$ cat src/rtl/if_id_skid_stage_pkg.sv
// Shared core definitions for the fetch/decode boundary: default constants,
// fetch exception codes and the fetch beat record.
package core_pkg;
  localparam int          PC_W_DEF      = 32;
  localparam int          INST_W_DEF    = 32;
  localparam int          EXCP_W        = 4;
  localparam logic [31:0] NOP_INST_DEF  = 32'h0340_0000;  // andi r0,r0,0
  localparam logic [31:0] FILTER_PC_DEF = 32'h1bff_fffc;  // pre-reset fetch address

  localparam logic [EXCP_W-1:0] EXCP_NONE = 4'h0;
  localparam logic [EXCP_W-1:0] EXCP_ADEF = 4'h1;
  localparam logic [EXCP_W-1:0] EXCP_TLBR = 4'h2;
  localparam logic [EXCP_W-1:0] EXCP_PIF  = 4'h3;
  localparam logic [EXCP_W-1:0] EXCP_PPI  = 4'h4;

  typedef struct packed {
    logic [PC_W_DEF-1:0]   pc;
    logic [INST_W_DEF-1:0] inst;
    logic [EXCP_W-1:0]     excp;
  } fetch_beat;
endpackage

$ cat src/rtl/if_id_skid_stage_if.sv
// IF->ID handshake bundle. slave is the stage's view, master is the fetch/decode side.
interface if_id_skid_stage_if #(
  parameter int PC_W   = 32,
  parameter int INST_W = 32,
  parameter int EXCP_W = 4
);
  logic              in_valid;
  logic              in_ready;
  logic [PC_W-1:0]   in_pc;
  logic [INST_W-1:0] in_inst;
  logic [EXCP_W-1:0] in_excp;
  logic              out_valid;
  logic              out_ready;
  logic [PC_W-1:0]   out_pc;
  logic [INST_W-1:0] out_inst;
  logic [EXCP_W-1:0] out_excp;

  modport slave (
    input  in_valid, in_pc, in_inst, in_excp, out_ready,
    output in_ready, out_valid, out_pc, out_inst, out_excp
  );
  modport master (
    output in_valid, in_pc, in_inst, in_excp, out_ready,
    input  in_ready, out_valid, out_pc, out_inst, out_excp
  );
endinterface

$ cat src/rtl/if_id_skid_stage_skid.sv
// Generic 2-entry valid/ready skid buffer; all outputs come straight from flops.
module skid_buf2 #(
  parameter int W = 8
) (
  input  logic         clk,
  input  logic         rst,
  input  logic         flush,
  input  logic         in_valid,
  output logic         in_ready,
  input  logic [W-1:0] in_data,
  output logic         out_valid,
  input  logic         out_ready,
  output logic [W-1:0] out_data,
  output logic [1:0]   occupancy
);
  logic         main_valid, skid_valid;
  logic [W-1:0] main_data, skid_data;
  logic         accept, pop;

  assign accept    = in_valid & ~skid_valid;
  assign pop       = main_valid & out_ready;
  assign in_ready  = ~skid_valid;
  assign out_valid = main_valid;
  assign out_data  = main_data;
  assign occupancy = {main_valid & skid_valid, main_valid ^ skid_valid};

  always_ff @(posedge clk) begin
    if (rst) begin
      main_valid <= 1'b0;
      skid_valid <= 1'b0;
      main_data  <= '0;
      skid_data  <= '0;
    end else if (flush) begin
      // data registers keep their contents so the visible PC holds
      main_valid <= 1'b0;
      skid_valid <= 1'b0;
    end else if (!main_valid) begin
      if (accept) begin
        main_valid <= 1'b1;
        main_data  <= in_data;
      end
    end else if (!skid_valid) begin
      if (pop && accept) begin
        main_data <= in_data;
      end else if (pop) begin
        main_valid <= 1'b0;
      end else if (accept) begin
        skid_valid <= 1'b1;
        skid_data  <= in_data;
      end
    end else if (pop) begin
      main_data  <= skid_data;
      skid_valid <= 1'b0;
    end
  end
endmodule

$ cat src/rtl/if_id_skid_stage.sv
// IF/ID boundary: skid-buffered handshake with flush, pre-reset PC filtering,
// NOP substitution and exception-tag zeroing on an empty main entry.
module if_id_skid_stage
  import core_pkg::*;
#(
  parameter int                PC_W      = PC_W_DEF,
  parameter int                INST_W    = INST_W_DEF,
  parameter int                EXCP_W    = core_pkg::EXCP_W,
  parameter logic [INST_W-1:0] NOP_INST  = INST_W'(NOP_INST_DEF),
  parameter logic [PC_W-1:0]   FILTER_PC = PC_W'(FILTER_PC_DEF),
  parameter bit                FILTER_EN = 1'b1
) (
  input  logic                clk,
  input  logic                rst,
  input  logic                flush,
  if_id_skid_stage_if.slave   bus,
  output logic [1:0]          occupancy
);
  localparam int W = PC_W + INST_W + EXCP_W;

  logic         drop_pc;
  logic         main_valid;
  logic [W-1:0] main_data;

  // A filtered beat still completes the handshake but never enters storage.
  assign drop_pc = FILTER_EN && (bus.in_pc == FILTER_PC);

  skid_buf2 #(.W(W)) u_skid (
    .clk       (clk),
    .rst       (rst),
    .flush     (flush),
    .in_valid  (bus.in_valid & ~drop_pc),
    .in_ready  (bus.in_ready),
    .in_data   ({bus.in_pc, bus.in_inst, bus.in_excp}),
    .out_valid (main_valid),
    .out_ready (bus.out_ready),
    .out_data  (main_data),
    .occupancy (occupancy)
  );

  assign bus.out_valid = main_valid;
  assign bus.out_pc    = main_data[W-1 -: PC_W];
  assign bus.out_inst  = main_valid ? main_data[EXCP_W +: INST_W] : NOP_INST;
  assign bus.out_excp  = main_valid ? main_data[EXCP_W-1:0] : '0;
endmodule

$ cat src/flat_wrapper.sv
// flat-port wrapper written by rule: the top's interface ports become plain ports
module if_id_skid_stage_flat import core_pkg::*;
#(
  parameter int                PC_W      = PC_W_DEF,
  parameter int                INST_W    = INST_W_DEF,
  parameter int                EXCP_W    = core_pkg::EXCP_W,
  parameter logic [INST_W-1:0] NOP_INST  = INST_W'(NOP_INST_DEF),
  parameter logic [PC_W-1:0]   FILTER_PC = PC_W'(FILTER_PC_DEF),
  parameter bit                FILTER_EN = 1'b1
)
  (clk, rst, flush, occupancy, bus_in_valid, bus_in_pc, bus_in_inst, bus_in_excp, bus_out_ready, bus_in_ready, bus_out_valid, bus_out_pc, bus_out_inst, bus_out_excp);
  if_id_skid_stage_if #(.PC_W(PC_W), .INST_W(INST_W), .EXCP_W(EXCP_W)) bus_i ();
  input  logic clk;
  input  logic rst;
  input  logic flush;
  output logic [1:0] occupancy;
  input wire logic [$bits(bus_i.in_valid)-1:0] bus_in_valid;
  input wire logic [$bits(bus_i.in_pc)-1:0] bus_in_pc;
  input wire logic [$bits(bus_i.in_inst)-1:0] bus_in_inst;
  input wire logic [$bits(bus_i.in_excp)-1:0] bus_in_excp;
  input wire logic [$bits(bus_i.out_ready)-1:0] bus_out_ready;
  output wire logic [$bits(bus_i.in_ready)-1:0] bus_in_ready;
  output wire logic [$bits(bus_i.out_valid)-1:0] bus_out_valid;
  output wire logic [$bits(bus_i.out_pc)-1:0] bus_out_pc;
  output wire logic [$bits(bus_i.out_inst)-1:0] bus_out_inst;
  output wire logic [$bits(bus_i.out_excp)-1:0] bus_out_excp;
  assign bus_i.in_valid = bus_in_valid;
  assign bus_i.in_pc = bus_in_pc;
  assign bus_i.in_inst = bus_in_inst;
  assign bus_i.in_excp = bus_in_excp;
  assign bus_i.out_ready = bus_out_ready;
  assign bus_in_ready = bus_i.in_ready;
  assign bus_out_valid = bus_i.out_valid;
  assign bus_out_pc = bus_i.out_pc;
  assign bus_out_inst = bus_i.out_inst;
  assign bus_out_excp = bus_i.out_excp;
  if_id_skid_stage #(.PC_W(PC_W), .INST_W(INST_W), .EXCP_W(EXCP_W), .NOP_INST(NOP_INST), .FILTER_PC(FILTER_PC), .FILTER_EN(FILTER_EN)) u_core (.clk(clk), .rst(rst), .flush(flush), .bus(bus_i), .occupancy(occupancy));
endmodule
$ cat config.mk
export PLATFORM = sky130hd
export DESIGN_NAME = if_id_skid_stage_flat
export DESIGN_NICKNAME = d
export VERILOG_FILES = /design/src/rtl/if_id_skid_stage_pkg.sv /design/src/rtl/if_id_skid_stage_if.sv /design/src/rtl/if_id_skid_stage_skid.sv /design/src/rtl/if_id_skid_stage.sv /design/src/flat_wrapper.sv
export SDC_FILE = /design/constraint.sdc
export NUM_CORES = 1
export LEC_CHECK = 0
export ABC_AREA = 0
export CAP_MARGIN = 10
export CORE_MARGIN = 1.5
export CORE_UTILIZATION = 54
export CTS_BUF_LIST = sky130_fd_sc_hd__clkbuf_8
export DETAILED_ROUTE_END_ITERATION = 10
export PLACE_DENSITY_LB_ADDON = 0.15
export SYNTH_ARGS = -nofsm -noshare
export SYNTH_HDL_FRONTEND = slang
export SYNTH_HIERARCHICAL = 1
export SYNTH_SLANG_ARGS = --single-unit
$ cat constraint.sdc
create_clock -name clk -period 3.09 [get_ports clk]
set_clock_uncertainty 0.05 [all_clocks]
set_input_delay 0.7725 -clock clk [delete_from_list [all_inputs] [get_ports clk]]
set_output_delay 0.7725 -clock clk [all_outputs]
set_load 0.05 [all_outputs]
[After elaboration in Yosys (flattened, before gate mapping)]
Index checks and enable logic that the tools add are counted.
Word-level totals
  flip-flop bits (word level): 138
  logic and storage cells: 37
  output and inout port bits: 72
Cells by class
  bitwise logic cells: 10
  reductions and logical operators: 5
  mux-type cells: 15
  equality and inequality tests: 3
Operator list (count)
  $mux W68: 5
  $eq A32 B29 Y1 const B: 1
  $mux W32: 1
  $mux W1: 8
  $reduce_and A6 Y1: 1
  $not A1 Y1: 5
  $and A1 B1 Y1: 4
  $mux W4: 1
  $reduce_and A4 Y1: 1
  $ne A3 B1 Y1 const B: 1
  $ne A3 B2 Y1 const B: 1
  $reduce_bool A2 Y1: 1
  $reduce_or A2 Y1: 1
  $logic_and A1 B1 Y1: 1
  $xor A1 B1 Y1: 1

[Logic depth before layout (Yosys ltp)]
  word-level depth: 8
  gate-level depth with buffers: 10
  mapped depth without buffers: 6

[By module]
Netlist, hierarchy kept.
By module, submodules not included
  skid_buf2: times used 1, area an instance 7086.8 um^2, cells an instance 789, sequential area each 2762.6 um^2
  if_id_skid_stage: times used 1, area an instance 317.8 um^2, cells an instance 50, sequential area each 0.0 um^2

[Worst setup path after synthesis]
Ideal clock, no wire load.
  path kind: input to register
  from: in bus_in_pc[0]
  to: reg u_core.u_skid.main_data[10], in the netlist u_core/u_skid/out_data[10]
  data required time: 2.919 ns
  path buffers: 2
  cell stages on the path: 8
  arrival time: 2.655 ns
  path slack: 0.264 ns
  library setup time: 0.121 ns
  path through: nand4bb_1 > or4_1 > o41a_1 > nand2b_1 > a211o_1 > buf_6 > buf_6 > mux2_4
On the way
  word-level cells in the longest chain between the ends: 7
  elaborated cells on any way between the ends: 8
  those cells by class: eq/ne (2); bitwise (3); reduce/logical (3)
Ends and longest elaborated chain
  start, declared: RTL line flat_wrapper.sv:18  | input wire logic [$bits(bus_i.in_pc)-1:0] bus_in_pc;
  $eq A32 B29 Y1 *: RTL line if_id_skid_stage.sv:26  | assign drop_pc = FILTER_EN && (bus.in_pc == FILTER_PC);
  $not A1 Y1 *: RTL line if_id_skid_stage.sv:32  | .in_valid (bus.in_valid & ~drop_pc),
  $and A1 B1 Y1 *: RTL line if_id_skid_stage.sv:32
  $and A1 B1 Y1 *: RTL line if_id_skid_stage_skid.sv:20  | assign accept = in_valid & ~skid_valid;
  $logic_and A1 B1 Y1: RTL line if_id_skid_stage_skid.sv:43  | if (pop && accept) begin
  $ne A3 B1 Y1 (no line)
  $reduce_and A4 Y1 (no line) *
  end signal, assigned: RTL line if_id_skid_stage_skid.sv:40  | main_data <= in_data;
  end signal, assigned: RTL line if_id_skid_stage_skid.sv:44  | main_data <= in_data;
  end signal, assigned: RTL line if_id_skid_stage_skid.sv:52  | main_data <= skid_data;
  end, declared: RTL line if_id_skid_stage_skid.sv:17  | logic [W-1:0] main_data, skid_data;
Every way passes the cells marked *; elsewhere a longest branch is shown, timed or not.
A chain may end at the register's enable or synchronous reset.

[Worst setup path after layout]
  from: in bus_in_pc[0]
  to: reg u_core.u_skid.main_data[54], in the netlist u_core/u_skid/out_data[54]
Same word-level chain as after synthesis.

==> results.md <==
* Antenna Nets Post-Route at 0
* Layout Cells excl Fill at 1132
* Vias at 6556
* Die H at 120 µm
* Yosys cell types at 28
* P_leak at 3.64 nW
* Starting density of the core at 55.7%
* Hold Vio Cnt, Final at 0
* Initial drt markers at 604
* Switching share of total power at 25.9%
* Final Wtd Congestion at 0.771
* Rel. slew slack at 47.2%
* Ys Warns at 6
* Crit path launch type: input port
* CP Capture Type: flop
* Hold_buf cts at 0
* Fillers at 942
* Setup WS post-layout at 0.0666 ns
* Port buffer count at 144
* Clock Latency Late Sink at 0.45 ns
* Worst path bufs/invs at 2
* Worst Path Max Fanout at 21
* Final wirelength at 18700 µm
* Max VDD drop at 310 µV
* Commonest cells post-synth: dfxtp_1, a21oi_1
* Post-synth top area cell: dfxtp_1
* Ratio of cells with drive above 1 in the final layout at 24.5%
* Ys flop type: dfxtp_1
* Final Slew Violations at 0
* R2R cell count at 6
* Syn nets at 914
* Top cell type's share of synthesized area at 37.3%
* # diodes at 0
* Dpl ws at -0.381 ns
* Post_cts resized at 0
* Layout Area Growth over Synthesis at 32.1%
* Async set-reset flop share out of synthesis at 0%
* CP max stage cell: or4_1
* Worst slew pin tran at 0.792 ns
* Fin crit period at 3.02 ns
* Sink Count at 138
* Synth Area per Inst at 8.83 µm²
* Clock power share at 37.3%
* # rows at 42
* Drc violations at 0
* Worst EP required at 3.37 ns
* WHS Path Cells at 2
* Core Box Area at 0.0133 mm²
* Int Power at 3.06 mW
* GRT Overall Usage at 26.2%
* MaxCap Viol Count at 0
* Top delay family on crit path: simple AND/OR/NAND/NOR gates
* Setup Viol. Count Final at 0
* IO Pins at 145
* First-pass DRT Iterations at 5
* Number of synthesized flops with an enable pin at 0
* Setup bufs post-CTS at 0
* Reg clk slew, reported paths at 0.07 ns
* Arr. time, crit path at 3.30 ns
* CTS root buf: clkbuf_8
* Logic pwr share at 17.4%
* Largest net degree at the start of global routing at 143
* Critical path, cell by cell: clkdlybuf4s50_1 > nand4bb_1 > or4_1 > o41a_1 > nand2b_1 > a211o_4 > buf_12 > mux2_2
* Chip width at 120 µm
* Status: complete, no violations
* Post-Syn Instances at 839
* Die area at 0.0144 mm²
* Seq cells post-synth at 138
* PD cells at 423 mW/mm²
* Final net count at 1018
* Top area cells in the synthesized netlist: dfxtp_1, a21oi_1, a21bo_2, mux2_2, nand3b_1
* Sequential fraction of the synthesis area at 37.3%
* Global-route wire length before repair at 30600 µm
* Antenna violations before repair at 0
* Fmax at 0.331 GHz
* Critical path depth at 8
* Vias in the first global route at 6355
* Hpwl dp at 11500 µm
* Final period utilization at 97.8%
* H-tree depth at 4
* Crit path largest cell delay at 0.54 ns
* Mapped Area at 0.00740 mm²
* Clock Tree Buf Depth at 2
* Drt wl/cell at 16.5 µm
* Switch Pwr at 1.07 mW
* CTS tree: done
* Most common cell in the netlist: dfxtp_1
* Vias/cell at 5.79
* PnR Total Power at 4.14 mW
* Remaining global-route overflow at 0
* Register share of total power at 45.3%
* HP Class: flop to flop
* RSZ-0062 raised after global routing: no
* CP Class: input port to flop
* Num CTS Buffers at 17
* DP Cell Count at 1100
## worst register-to-register path, cell delays in order (launching register included)
cell and delay [ns]:
dfxtp_4 0.64, buf_6 0.40, ha_1 0.26, a2bb2oi_1 0.20, a211o_4 0.23, buf_12 0.21
mux2_2 0.36
## path summary, 6_finish.rpt
kind / slack, ns / from / endpoint
worst max register to register: 0.63 / u_core/u_skid/out_valid / u_core/u_skid/out_data[54]
worst min-delay path: 0.43 / u_core/u_skid/skid_data[51] / u_core/u_skid/skid_data[51]
worst max-delay path: 0.07 / bus_in_pc[0] / u_core/u_skid/out_data[54]
worst min register to register: 0.43 / u_core/u_skid/skid_data[51] / u_core/u_skid/skid_data[51]
## placed cells by master, fill, tap and decap left out
| cell type | instances |
|---|---|
| a2bb2oi_1 | 1 |
| clkbuf_8 | 21 |
| buf_4 | 27 |
| buf_12 | 36 |
| or4_1 | 1 |
| dfxtp_4 | 2 |
| nand3b_1 | 68 |
| nor4bb_1 | 1 |
| clkinvlp_4 | 1 |
| a21oi_1 | 137 |
| clkinv_2 | 3 |
| clkdlybuf4s50_1 | 115 |
| mux2_2 | 48 |
| ha_1 | 2 |
| a211oi_1 | 1 |
| nor2b_1 | 68 |
| nand4bb_4 | 1 |
| buf_6 | 2 |
| nor4bb_4 | 1 |
| nand2b_1 | 5 |
| mux2_4 | 20 |
| nor2_1 | 1 |
| nand4bb_1 | 1 |
| inv_1 | 7 |
| o41a_1 | 1 |
| dfxtp_1 | 136 |
| o21ai_0 | 67 |
| a211o_4 | 1 |
| a21bo_2 | 68 |
| nand4_1 | 6 |
| nand3_1 | 68 |
| a2111oi_0 | 1 |
| and2_1 | 33 |
| bufinv_16 | 3 |
| o21ai_1 | 2 |
## sequential cells by signal (all words and copies together), names as in the netlist
register / flops
u_core/u_skid/out_data: 68
u_core/u_skid/skid_data: 68
u_core/u_skid/skid_valid: 1
u_core/u_skid/out_valid: 1
## metrics by stage
step	hold WS, ns	instance area [µm²]	utilization [%]	setup TNS [ns]
after global routing	0.445	9780	73.6	0
after global placement	0.410	9360	70.4	-30.94
after detailed placement	0.417	9360	70.4	-35.68
after floorplan	0.404	7400	-	0
final	0.427	9780	73.6	0
after CTS	0.428	9780	73.6	0
## power groups by stage
stage	Combinational, mW	Sequential [mW]	Clock, mW
after floorplan	0.355	1.99	0
after detailed placement	0.713	1.91	0
final	0.719	1.87	1.54
after CTS	0.717	1.87	1.57
after global placement	0.697	1.91	0
after global routing	0.759	1.88	1.66
## cells by family after synthesis
logic type / Yosys count / share of synthesized area, %
adder cells (fa/ha/maj): 2 / 0.338
AO/OA/AOI/OAI: 279 / 23.7
flip-flops: 138 / 37.3
AND/OR/NAND/NOR: 254 / 21.7
multiplexers: 68 / 11.4
buffers and inverters: 98 / 5.59
## per-layer routing
| layer | GRT usage, % | wire [µm] | up-vias |
|---|---|---|---|
| met2 | 42.6 | 9070 | 242 |
| met5 | 0 | 0 | - |
| met4 | 10.6 | 281 | 0 |
| met1 | 33.9 | 8190 | 3123 |
| li1 | - | - | 3167 |
| met3 | 5.32 | 1130 | 24 |
## layout make-up
cell class / instances / area, µm² / share of cell area [%]
multi-input combinational: 603 / 4270 / 43.6
sequential: 138 / 2770 / 28.3
timing repair buffer: 180 / 2100 / 21.4
clock buffer: 21 / 289 / 2.95
tap: 176 / 220 / 2.25
clock inverter: 11 / 128 / 1.30
inverter: 3 / 11.3 / 0.115
Note: power is estimated with default switching activity, not from simulation.
